**src/rtl/regfile_wr_arbiter_if.sv**
```systemverilog
// Writeback bus between the two writeback sources, the sweep controls and the register file write port.
`timescale 1ns/1ps
interface regfile_wr_arbiter_if #(
    parameter int DATA_W = 64,
    parameter int ADDR_W = 5
);
    logic              clr_start;
    logic              clr_busy;
    logic              req0_valid;
    logic [ADDR_W-1:0] req0_addr;
    logic [DATA_W-1:0] req0_data;
    logic              req0_ready;
    logic              req1_valid;
    logic [ADDR_W-1:0] req1_addr;
    logic [DATA_W-1:0] req1_data;
    logic              req1_ready;
    logic              rf_we;
    logic [ADDR_W-1:0] rf_waddr;
    logic [DATA_W-1:0] rf_wdata;
    logic              x0_drop;

    modport master (
        output clr_start, req0_valid, req0_addr, req0_data, req1_valid, req1_addr, req1_data,
        input  clr_busy, req0_ready, req1_ready, rf_we, rf_waddr, rf_wdata, x0_drop
    );

    modport slave (
        input  clr_start, req0_valid, req0_addr, req0_data, req1_valid, req1_addr, req1_data,
        output clr_busy, req0_ready, req1_ready, rf_we, rf_waddr, rf_wdata, x0_drop
    );
endinterface

```
**src/rtl/regfile_wr_arbiter.sv**
```systemverilog
// Round-robin owner of the register file write port; zeroes x1..x31 after reset and on request.
`timescale 1ns/1ps
module regfile_wr_arbiter #(
    parameter int DATA_W = 64,
    parameter int ADDR_W = 5,
    parameter int NREGS  = 32
) (
    input  logic                 clk,
    input  logic                 rst_n,
    regfile_wr_arbiter_if.slave  bus
);
    typedef enum logic [0:0] {ST_CLEAR = 1'b0, ST_RUN = 1'b1} state_t;

    localparam logic [ADDR_W-1:0] FIRST_ADDR = ADDR_W'(1);
    localparam logic [ADDR_W-1:0] LAST_ADDR  = ADDR_W'(NREGS - 1);

    state_t            state_r;
    state_t            state_nxt_s;
    logic [ADDR_W-1:0] sweep_ptr_r;
    logic              last_grant_r;
    logic              grant_s;
    logic              ready0_s;
    logic              ready1_s;
    logic              xfer_s;
    logic [ADDR_W-1:0] xfer_addr_s;
    logic [DATA_W-1:0] xfer_data_s;
    logic              rf_we_r;
    logic [ADDR_W-1:0] rf_waddr_r;
    logic [DATA_W-1:0] rf_wdata_r;
    logic              x0_drop_r;

    // Round-robin grant, handshake readys and the winning request's payload
    always_comb begin
        grant_s     = last_grant_r;
        ready0_s    = 1'b0;
        ready1_s    = 1'b0;
        xfer_addr_s = bus.req0_addr;
        xfer_data_s = bus.req0_data;
        if (bus.req0_valid && bus.req1_valid) begin
            grant_s = ~last_grant_r;
        end else if (bus.req1_valid) begin
            grant_s = 1'b1;
        end else begin
            grant_s = 1'b0;
        end
        if (state_r == ST_RUN) begin
            ready0_s = bus.req0_valid && (grant_s == 1'b0);
            ready1_s = bus.req1_valid && (grant_s == 1'b1);
        end else begin
            ready0_s = 1'b0;
            ready1_s = 1'b0;
        end
        if (ready1_s) begin
            xfer_addr_s = bus.req1_addr;
            xfer_data_s = bus.req1_data;
        end else begin
            xfer_addr_s = bus.req0_addr;
            xfer_data_s = bus.req0_data;
        end
        xfer_s = ready0_s | ready1_s;
    end

    // Next-state logic: a running handshake still completes on the clr_start edge
    always_comb begin
        state_nxt_s = state_r;
        case (state_r)
            ST_CLEAR: begin
                if (sweep_ptr_r == LAST_ADDR) begin
                    state_nxt_s = ST_RUN;
                end else begin
                    state_nxt_s = ST_CLEAR;
                end
            end
            ST_RUN: begin
                if (bus.clr_start) begin
                    state_nxt_s = ST_CLEAR;
                end else begin
                    state_nxt_s = ST_RUN;
                end
            end
            default: state_nxt_s = ST_CLEAR;
        endcase
    end

    // State register
    always_ff @(posedge clk or negedge rst_n) begin
        if (!rst_n) begin
            state_r <= ST_CLEAR;
        end else begin
            state_r <= state_nxt_s;
        end
    end

    // Write-port pipeline stage: sweep writes in CLEAR, accepted requests in RUN
    always_ff @(posedge clk or negedge rst_n) begin
        if (!rst_n) begin
            sweep_ptr_r  <= FIRST_ADDR;
            last_grant_r <= 1'b1;
            rf_we_r      <= 1'b0;
            rf_waddr_r   <= {ADDR_W{1'b0}};
            rf_wdata_r   <= {DATA_W{1'b0}};
            x0_drop_r    <= 1'b0;
        end else if (state_r == ST_CLEAR) begin
            rf_we_r     <= 1'b1;
            rf_waddr_r  <= sweep_ptr_r;
            rf_wdata_r  <= {DATA_W{1'b0}};
            x0_drop_r   <= 1'b0;
            sweep_ptr_r <= (sweep_ptr_r == LAST_ADDR) ? FIRST_ADDR : sweep_ptr_r + ADDR_W'(1);
        end else begin
            sweep_ptr_r <= FIRST_ADDR;
            if (xfer_s) begin
                last_grant_r <= ready1_s;
                // x0 is hard zero: accept the request but suppress the write
                if (xfer_addr_s == {ADDR_W{1'b0}}) begin
                    rf_we_r   <= 1'b0;
                    x0_drop_r <= 1'b1;
                end else begin
                    rf_we_r    <= 1'b1;
                    rf_waddr_r <= xfer_addr_s;
                    rf_wdata_r <= xfer_data_s;
                    x0_drop_r  <= 1'b0;
                end
            end else begin
                rf_we_r   <= 1'b0;
                x0_drop_r <= 1'b0;
            end
        end
    end

    assign bus.clr_busy   = (state_r == ST_CLEAR);
    assign bus.req0_ready = ready0_s;
    assign bus.req1_ready = ready1_s;
    assign bus.rf_we      = rf_we_r;
    assign bus.rf_waddr   = rf_waddr_r;
    assign bus.rf_wdata   = rf_wdata_r;
    assign bus.x0_drop    = x0_drop_r;
endmodule
```
**src/flat_wrapper.sv**
```systemverilog
// flat-port wrapper written by rule: the top's interface ports become plain ports
module regfile_wr_arbiter_flat 
#(
    parameter int DATA_W = 64,
    parameter int ADDR_W = 5,
    parameter int NREGS  = 32
)
  (clk, rst_n, bus_clr_start, bus_req0_valid, bus_req0_addr, bus_req0_data, bus_req1_valid, bus_req1_addr, bus_req1_data, bus_clr_busy, bus_req0_ready, bus_req1_ready, bus_rf_we, bus_rf_waddr, bus_rf_wdata, bus_x0_drop);
  regfile_wr_arbiter_if #(.DATA_W(DATA_W), .ADDR_W(ADDR_W)) bus_i ();
  input  logic clk;
  input  logic rst_n;
  input wire logic [$bits(bus_i.clr_start)-1:0] bus_clr_start;
  input wire logic [$bits(bus_i.req0_valid)-1:0] bus_req0_valid;
  input wire logic [$bits(bus_i.req0_addr)-1:0] bus_req0_addr;
  input wire logic [$bits(bus_i.req0_data)-1:0] bus_req0_data;
  input wire logic [$bits(bus_i.req1_valid)-1:0] bus_req1_valid;
  input wire logic [$bits(bus_i.req1_addr)-1:0] bus_req1_addr;
  input wire logic [$bits(bus_i.req1_data)-1:0] bus_req1_data;
  output wire logic [$bits(bus_i.clr_busy)-1:0] bus_clr_busy;
  output wire logic [$bits(bus_i.req0_ready)-1:0] bus_req0_ready;
  output wire logic [$bits(bus_i.req1_ready)-1:0] bus_req1_ready;
  output wire logic [$bits(bus_i.rf_we)-1:0] bus_rf_we;
  output wire logic [$bits(bus_i.rf_waddr)-1:0] bus_rf_waddr;
  output wire logic [$bits(bus_i.rf_wdata)-1:0] bus_rf_wdata;
  output wire logic [$bits(bus_i.x0_drop)-1:0] bus_x0_drop;
  assign bus_i.clr_start = bus_clr_start;
  assign bus_i.req0_valid = bus_req0_valid;
  assign bus_i.req0_addr = bus_req0_addr;
  assign bus_i.req0_data = bus_req0_data;
  assign bus_i.req1_valid = bus_req1_valid;
  assign bus_i.req1_addr = bus_req1_addr;
  assign bus_i.req1_data = bus_req1_data;
  assign bus_clr_busy = bus_i.clr_busy;
  assign bus_req0_ready = bus_i.req0_ready;
  assign bus_req1_ready = bus_i.req1_ready;
  assign bus_rf_we = bus_i.rf_we;
  assign bus_rf_waddr = bus_i.rf_waddr;
  assign bus_rf_wdata = bus_i.rf_wdata;
  assign bus_x0_drop = bus_i.x0_drop;
  regfile_wr_arbiter #(.DATA_W(DATA_W), .ADDR_W(ADDR_W), .NREGS(NREGS)) u_core (.clk(clk), .rst_n(rst_n), .bus(bus_i));
endmodule
```
**config.mk**
```make
export PLATFORM = sky130hd
export DESIGN_NAME = regfile_wr_arbiter_flat
export DESIGN_NICKNAME = d
export VERILOG_FILES = /design/src/rtl/regfile_wr_arbiter_if.sv /design/src/rtl/regfile_wr_arbiter.sv /design/src/flat_wrapper.sv
export SDC_FILE = /design/constraint.sdc
export NUM_CORES = 1
export LEC_CHECK = 0
export BUFFER_PORTS_ARGS = -buffer_cell sky130_fd_sc_hd__buf_4
export CAP_MARGIN = 15
export CELL_PAD_IN_SITES_DETAIL_PLACEMENT = 0
export CELL_PAD_IN_SITES_GLOBAL_PLACEMENT = 1
export CORE_MARGIN = 2
export CORE_UTILIZATION = 35
export CTS_BUF_LIST = sky130_fd_sc_hd__clkbuf_8
export DETAILED_ROUTE_END_ITERATION = 10
export PLACE_DENSITY_LB_ADDON = 0.1
export SYNTH_ARGS = -nofsm -noshare
export SYNTH_HDL_FRONTEND = slang
export SYNTH_SLANG_ARGS = --single-unit
```
**constraint.sdc**
```tcl
create_clock -name clk -period 2.66 [get_ports clk]
set_input_delay 0 -clock clk [delete_from_list [all_inputs] [get_ports clk]]
set_output_delay 0 -clock clk [all_outputs]
set_load 0.01 [all_outputs]
```
==> run_results.csv, run 1 <==
group,metric,value,unit
final_layout,synthToLayoutAreaGrowth,47.03,%
power,seqPwrFrac,36.4,%
sta,setup_tns,0,ns
logic_synthesis,yosys-top-cells-area,"dfrtp_1 44%, mux2i_1 16%, a211oi_2 15%",
final_layout,drive_above_1_share,49.58,%
floorplanning,core_area,12010,µm²
floorplanning,die_w,114.8,µm
placed_design,numPortBuffers,216,
grt,grtUsageTotal,19.32,%
clock_network,cts_sinks,78,
sta,setup_violations,0,
clock_network,insertion_delay,0.36,ns
detailed_routing,routed_via_density,5.261,
logic_synthesis,async_reset_ff_share,100.0,%
power,clkPwrFrac,24.1,%
sta,maxSlewHeadroom,28.34,%
clock_network,cts_max_level,3,
logic_synthesis,synth-seq-cells,78,
critical_path,cp_cell_sequence,"a21boi_4, nand2_2, a221o_2, and2_4, a211oi_1",
critical_path,endpoint_kind,"register",
clock_network,cts.path.max_buffers,2,
floorplanning,ioPinCount,217,
grt,grt_max_degree,79,
sta,drv_slew,0,
logic_synthesis,synth_ff_type,"dfrtp_1",
worst_hold_path,worstHoldPathType,"input port to register",
critical_path,timing.critical_path.buf_inv,0,
critical_path,cp.arrival,2.45,ns
detailed_routing,dr_total_vias,3904,
sta,fin_crit_sh,85.44,%
logic_synthesis,synth.avg_cell_area,11.16,µm²
placed_design,gp_congestion,0.8820,
detailed_routing,drtAntennaViolNets,0,
sta,tightest_slew,1.075,ns
logic_synthesis,yosysTopAreaCellShare,44.26,%
floorplanning,dieArea,13180,µm²
logic_synthesis,yosysMostFrequentCell,"dfrtp_1",
critical_path,startpoint_type,"register",
outcome,status,"finished, violations left",
detailed_routing,route.detailed.drc,0,
detailed_routing,drt_iter0_drc,169,
logic_synthesis,ys_seq_area_share,45.49,%
power,p_int,0.002546,W
sta,hold_violations,1,
power,power_switching,0.001457,W
floorplanning,die_h,114.8,µm
clock_network,numCtsBuffers,9,
detailed_routing,wl_per_cell,17.07,µm
sta,fin_skew,0.01290,ns
power,swShare,36.40,%
sta,fin_crit,2.273,ns
detailed_routing,drt-pass1-iter-count,4,
floorplanning,rows,40,
placed_design,post-dp-hpwl,8.232,mm
logic_synthesis,netlist_instances,385,
power,p_per_area,633.6,nW/µm²
critical_path,path_max_fanout,65,
clock_network,cts_tree,"yes",
sta,fin_ws,0.3874,ns
placed_design,placed_area,5977,µm²
logic_synthesis,synth_area,4297,µm²
logic_synthesis,synth.distinct_cells,37,
critical_path,worstSetupPathType,"register to register",
critical_path,critical_path_required,2.83,ns
sta,fmax,0.4400,GHz
final_layout,num_antenna_cells,0,
final_layout,final_area,6317,µm²
final_layout,fillers,1109,
logic_synthesis,synth_warnings,0,
critical_path,max_stage_delay,0.81,ns
grt,antenna_found_initial,0,
floorplanning,start_util,35.77,%
logic_synthesis,synth_edf_count,0,
grt,grt_overflow,0,
final_layout,final_nets,737,
run,maxCapViolCount,0,
logic_synthesis,synth_fp_nets,530,
grt,grt_pass1_vias,3959,
power,combinationalPowerShare,39.5,%
power,p_leak,3.062,nW
clock_network,clk_pin_slew,0.08,ns
detailed_routing,drt_wl_total,12.67,mm
power,total_power,0.004003,W
logic_synthesis,synth_common_cells,"76 x dfrtp_1, 70 x a21oi_1, 68 x mux2i_1",
power,irDropWorstVdd,0.3834,mV
placed_design,dp_slack,0.4049,ns
logic_synthesis,synth_largest_area_cell,"dfrtp_1",
sta,rsz0062_at_grt,"false",
clock_network,root_buffer,"clkbuf_8",
critical_path,slowest_stage,"and2_4",
grt,grt_first_pass_wirelength,20.04,mm
sta,timing.hold.ws,-0.002486,ns
outcome,violations,"hold timing",
critical_path,cp_top_family,"simple AND/OR/NAND/NOR gates",
==> metrics by stage <==
step	std cells	utilization [%]
finish	742	52.59
detailed placement	715	49.76
CTS	741	52.51
floorplan	385	-
global route	742	52.59
global placement	715	49.76
==> worst reg2reg max path, stage by stage (launching register included) <==
cell and delay (ns):
dfstp_2 0.58, a21boi_4 0.10, nand2_2 0.18, a221o_2 0.20, and2_4 0.81, a211oi_1 0.23
==> routing by layer <==
| layer | vias to the layer above | GRT usage, % | wire, µm |
|---|---|---|---|
| met5 | - | 0 | 0 |
| met4 | 0 | 5.944 | 150 |
| met3 | 10 | 4.797 | 895 |
| met2 | 133 | 34.28 | 6432 |
| met1 | 1899 | 23.17 | 5189 |
| li1 | 1862 | - | - |
==> state kept, by name, summed over array words and instances, names as in the netlist <==
signal / cells
u_core.bus.rf_waddr: 5
u_core.bus.rf_wdata: 64
u_core.bus.rf_we: 1
u_core.bus.x0_drop: 1
u_core.last_grant_r: 1
u_core.state_r: 1
u_core.sweep_ptr_r: 5
==> worst paths after layout <==
check / from / endpoint / slack [ns] / depth (start not counted)
max: u_core.last_grant_r / u_core.bus.rf_wdata[29] / 0.39 / 5
min: bus_req1_data[63] / u_core.bus.rf_wdata[63] / -0.002 / 3
max reg2reg: u_core.last_grant_r / u_core.bus.rf_wdata[29] / 0.39 / 5
min reg2reg: u_core.sweep_ptr_r[0] / u_core.sweep_ptr_r[0] / 0.47 / 1
max in group asynchronous: rst_n / u_core.bus.rf_wdata[9] / 1.65 / 2
min in group asynchronous: rst_n / u_core.bus.rf_wdata[32] / 0.34 / 2
==> power by group through the flow <==
stage | Combinational [W] | Clock [W] | Sequential [W]
final | 0.00158 | 0.000964 | 0.00146
after global routing | 0.00173 | 0.00107 | 0.00148
after CTS | 0.00160 | 0.000996 | 0.00146
after detailed placement | 0.00157 | 0 | 0.00148
after global placement | 0.00155 | 0 | 0.00147
after floorplan | 0.00101 | 0 | 0.00148
==> cell usage in the layout (no fill, tap or decap), types with 2 or more instances in the layout <==
cell	instances
mux2i_1	68
nor2_1	12
dfrtp_1	76
nor4_1	2
clkbuf_8	10
dlygate4sd3_1	13
o22a_1	2
and3_1	3
a31oi_1	2
clkinv_2	2
nand3_1	5
nand2_1	13
o21ai_0	4
dfstp_2	2
buf_4	220
o211ai_1	2
bufinv_16	2
a211oi_2	50
nand4_1	2
nor3_1	2
a211oi_1	14
nor2b_1	2
ha_1	2
a21oi_1	70
==> what timing repair did <==
| item | in CTS | in global routing |
|---|---|---|
| setup endpoints to repair | 0 | 0 |
| hold buffers | 12 | 1 |
| gates resized for setup | 0 | 0 |
| hold endpoints to repair | 83 | 1 |
| setup buffers | 0 | 0 |
==> kinds of logic (layout without fill, tap and decap cells) <==
family          after synthesis  in the layout  synth area share [%]
compound gates              149            149                 27.90
flops                        78             78                 45.49
mux                          69             69                 16.10
simple gates                 45             45                 4.834
buf+inv                      40            250                 4.688
fa+ha+maj                     2              2                0.5823
xor+xnor                      2              2                0.4078
==> layout make-up <==
class / instances / area (µm²) / share of cell area (%)
repair buffers: 234 / 1802 / 28.52
clock inverters: 4 / 72.57 / 1.149
inverters: 2 / 8.758 / 0.1386
clock buffers: 10 / 137.6 / 2.179
well taps: 147 / 183.9 / 2.911
multi-input cells: 267 / 2158 / 34.17
flip-flops and latches: 78 / 1954 / 30.94
Power figures use the tool's default switching activity.
==> run 2: changes to the inputs <==
- PLACE_DENSITY: unset -> 0.8
- PLACE_DENSITY_LB_ADDON: 0.1 -> unset
==> run_results.csv, run 2 (synthesis results as in run 1) <==
group,metric,value,unit
final_layout,final_common_cell,"buf_4",
outcome,status,"finished, final reports clean",
worst_hold_path,worstHoldPathType,"input port to register",
final_layout,drive_above_1_share,50.17,%
final_layout,final_nets,734,
clock_network,cts_tree,"yes",
floorplanning,ioPinCount,217,
grt,use_met3,3.954,%
sta,setup_violations,0,
detailed_routing,wl_per_cell,16.59,µm
power,p_per_area,618.7,nW/µm²
clock_network,root_buffer,"clkbuf_8",
sta,maxSlewHeadroom,30.00,%
floorplanning,die_h,114.8,µm
floorplanning,core_area,12010,µm²
grt,antenna_found_initial,0,
final_layout,final_cell_mix,"224 x buf_4, 76 x dfrtp_1, 70 x a21oi_1",
run,maxCapViolCount,0,
grt,use_met2,30.69,%
grt,grt_util_met1,23.16,%
floorplanning,die_w,114.8,µm
sta,fin_ws,0.4213,ns
sta,setup_tns,0,ns
power,p_leak,3.045,nW
sta,hold_violations,0,
clock_network,cts.path.max_buffers,2,
placed_design,numPortBuffers,216,
final_layout,synthToLayoutAreaGrowth,45.25,%
sta,fmax,0.4467,GHz
detailed_routing,route.detailed.drc,0,
detailed_routing,routed_via_density,5.170,
final_layout,num_antenna_cells,0,
clock_network,cts_max_level,3,
critical_path,path_max_fanout,65,
clock_network,numCtsBuffers,9,
sta,rsz0062_at_grt,"false",
detailed_routing,drt-pass1-iter-count,4,
placed_design,post-dp-hpwl,8.590,mm
sta,fin_crit_sh,84.16,%
detailed_routing,drtAntennaViolNets,0,
grt,grt_max_degree,79,
sta,fin_crit,2.239,ns
placed_design,gp_congestion,0.8333,
sta,fin_skew,0.01172,ns
critical_path,endpoint_kind,"register",
critical_path,critical_path_required,2.82,ns
floorplanning,rows,40,
sta,drv_slew,0,
sta,tightest_slew,1.050,ns
clock_network,cts_setup_buffers,0,
grt,grt_pass1_vias,3794,
clock_network,post_cts_resized,0,
detailed_routing,drt_wl_total,12.29,mm
grt,grt_first_pass_wirelength,19.09,mm
clock_network,insertion_delay,0.34,ns
grt,grt-busiest-layer,"met2",
final_layout,largest_reg_flops,64,
sta,timing.hold.ws,0.009605,ns
clock_network,clk_pin_slew,0.08,ns
floorplanning,dieArea,13180,µm²
detailed_routing,dr_total_vias,3831,
power,irDropWorstVdd,0.5072,mV
placed_design,dp_slack,0.3904,ns
critical_path,worstSetupPathType,"register to register",
final_layout,final_util,51.96,%
floorplanning,start_util,35.77,%
detailed_routing,drt_iter0_drc,182,
grt,grt_overflow,0,
critical_path,startpoint_type,"register",
critical_path,cp.arrival,2.40,ns
grt,grtUsageTotal,17.95,%
power,total_power,0.003861,W
clock_network,cts_sinks,78,
run 2: cell count changes in the layout (fill, tap and decap cells not counted):
| cell | change |
|---|---|
| buf_12 | -1 |
| buf_4 | +4 |
| clkbuf_8 | -1 |
| bufinv_16 | -1 |
| inv_1 | +2 |
| dlygate4sd3_1 | -6 |
| clkinv_2 | +2 |
run 2: area by class of cell:
| class | instances | area (µm²) |
|---|---|---|
| fillers | 1111 | 5771 |
| multi-input cells | 267 | 2158 |
| flip-flops and latches | 78 | 1954 |
| repair buffers | 231 | 1752 |
| well taps | 147 | 183.9 |
| clock buffers | 9 | 123.9 |
| clock inverters | 7 | 60.06 |
| inverters | 2 | 8.758 |
run 2: final timing paths:
kind | startpoint | to | slack [ns] | cells after the start
setup reg to reg | u_core.last_grant_r | u_core.bus.rf_wdata[37] | 0.42 | 5
setup / recovery | u_core.last_grant_r | u_core.bus.rf_wdata[37] | 0.42 | 5
max in group asynchronous | rst_n | u_core.bus.rf_wdata[27] | 1.64 | 2
hold / removal | bus_req1_addr[1] | u_core.bus.rf_waddr[2] | 0.01 | 4
hold reg to reg | u_core.sweep_ptr_r[0] | u_core.sweep_ptr_r[0] | 0.47 | 1
min in group asynchronous | rst_n | u_core.bus.rf_waddr[1] | 0.34 | 2
run 2: worst max-delay path: stages, from the launching register on:
cell and delay [ns]:
dfstp_2 0.58, a21boi_4 0.09, nand2_2 0.17, a221o_2 0.20, and2_4 0.78, a211oi_1 0.17
run 2: stage by stage:
step | instances | instance area (µm²)
3_3_place_gp | 718 | 5987
3_5_place_dp | 718 | 5987
2_1_floorplan | 385 | 4297
5_1_grt | 741 | 6241
6_report | 741 | 6241
4_1_cts | 741 | 6241
run 2: what timing repair did:
item / 4_1_cts / 5_1_grt
setup endpoints to repair: 0 / 0
hold buffers: 7 / 0
hold endpoints to repair: 81 / 0
run 2: report_power, final:
group	switching, W	internal [W]
Combinational	0.000911	0.000659
Clock	0.000423	0.000423
Sequential	0.000111	0.00134
run 2: layer usage:
layer  vias to the layer above  share of wire (%)
met3                        11                7.1
met5                         -                  0
met1                      1829                 42
met4                         0               0.96
li1                       1851                  -
met2                       140                 50
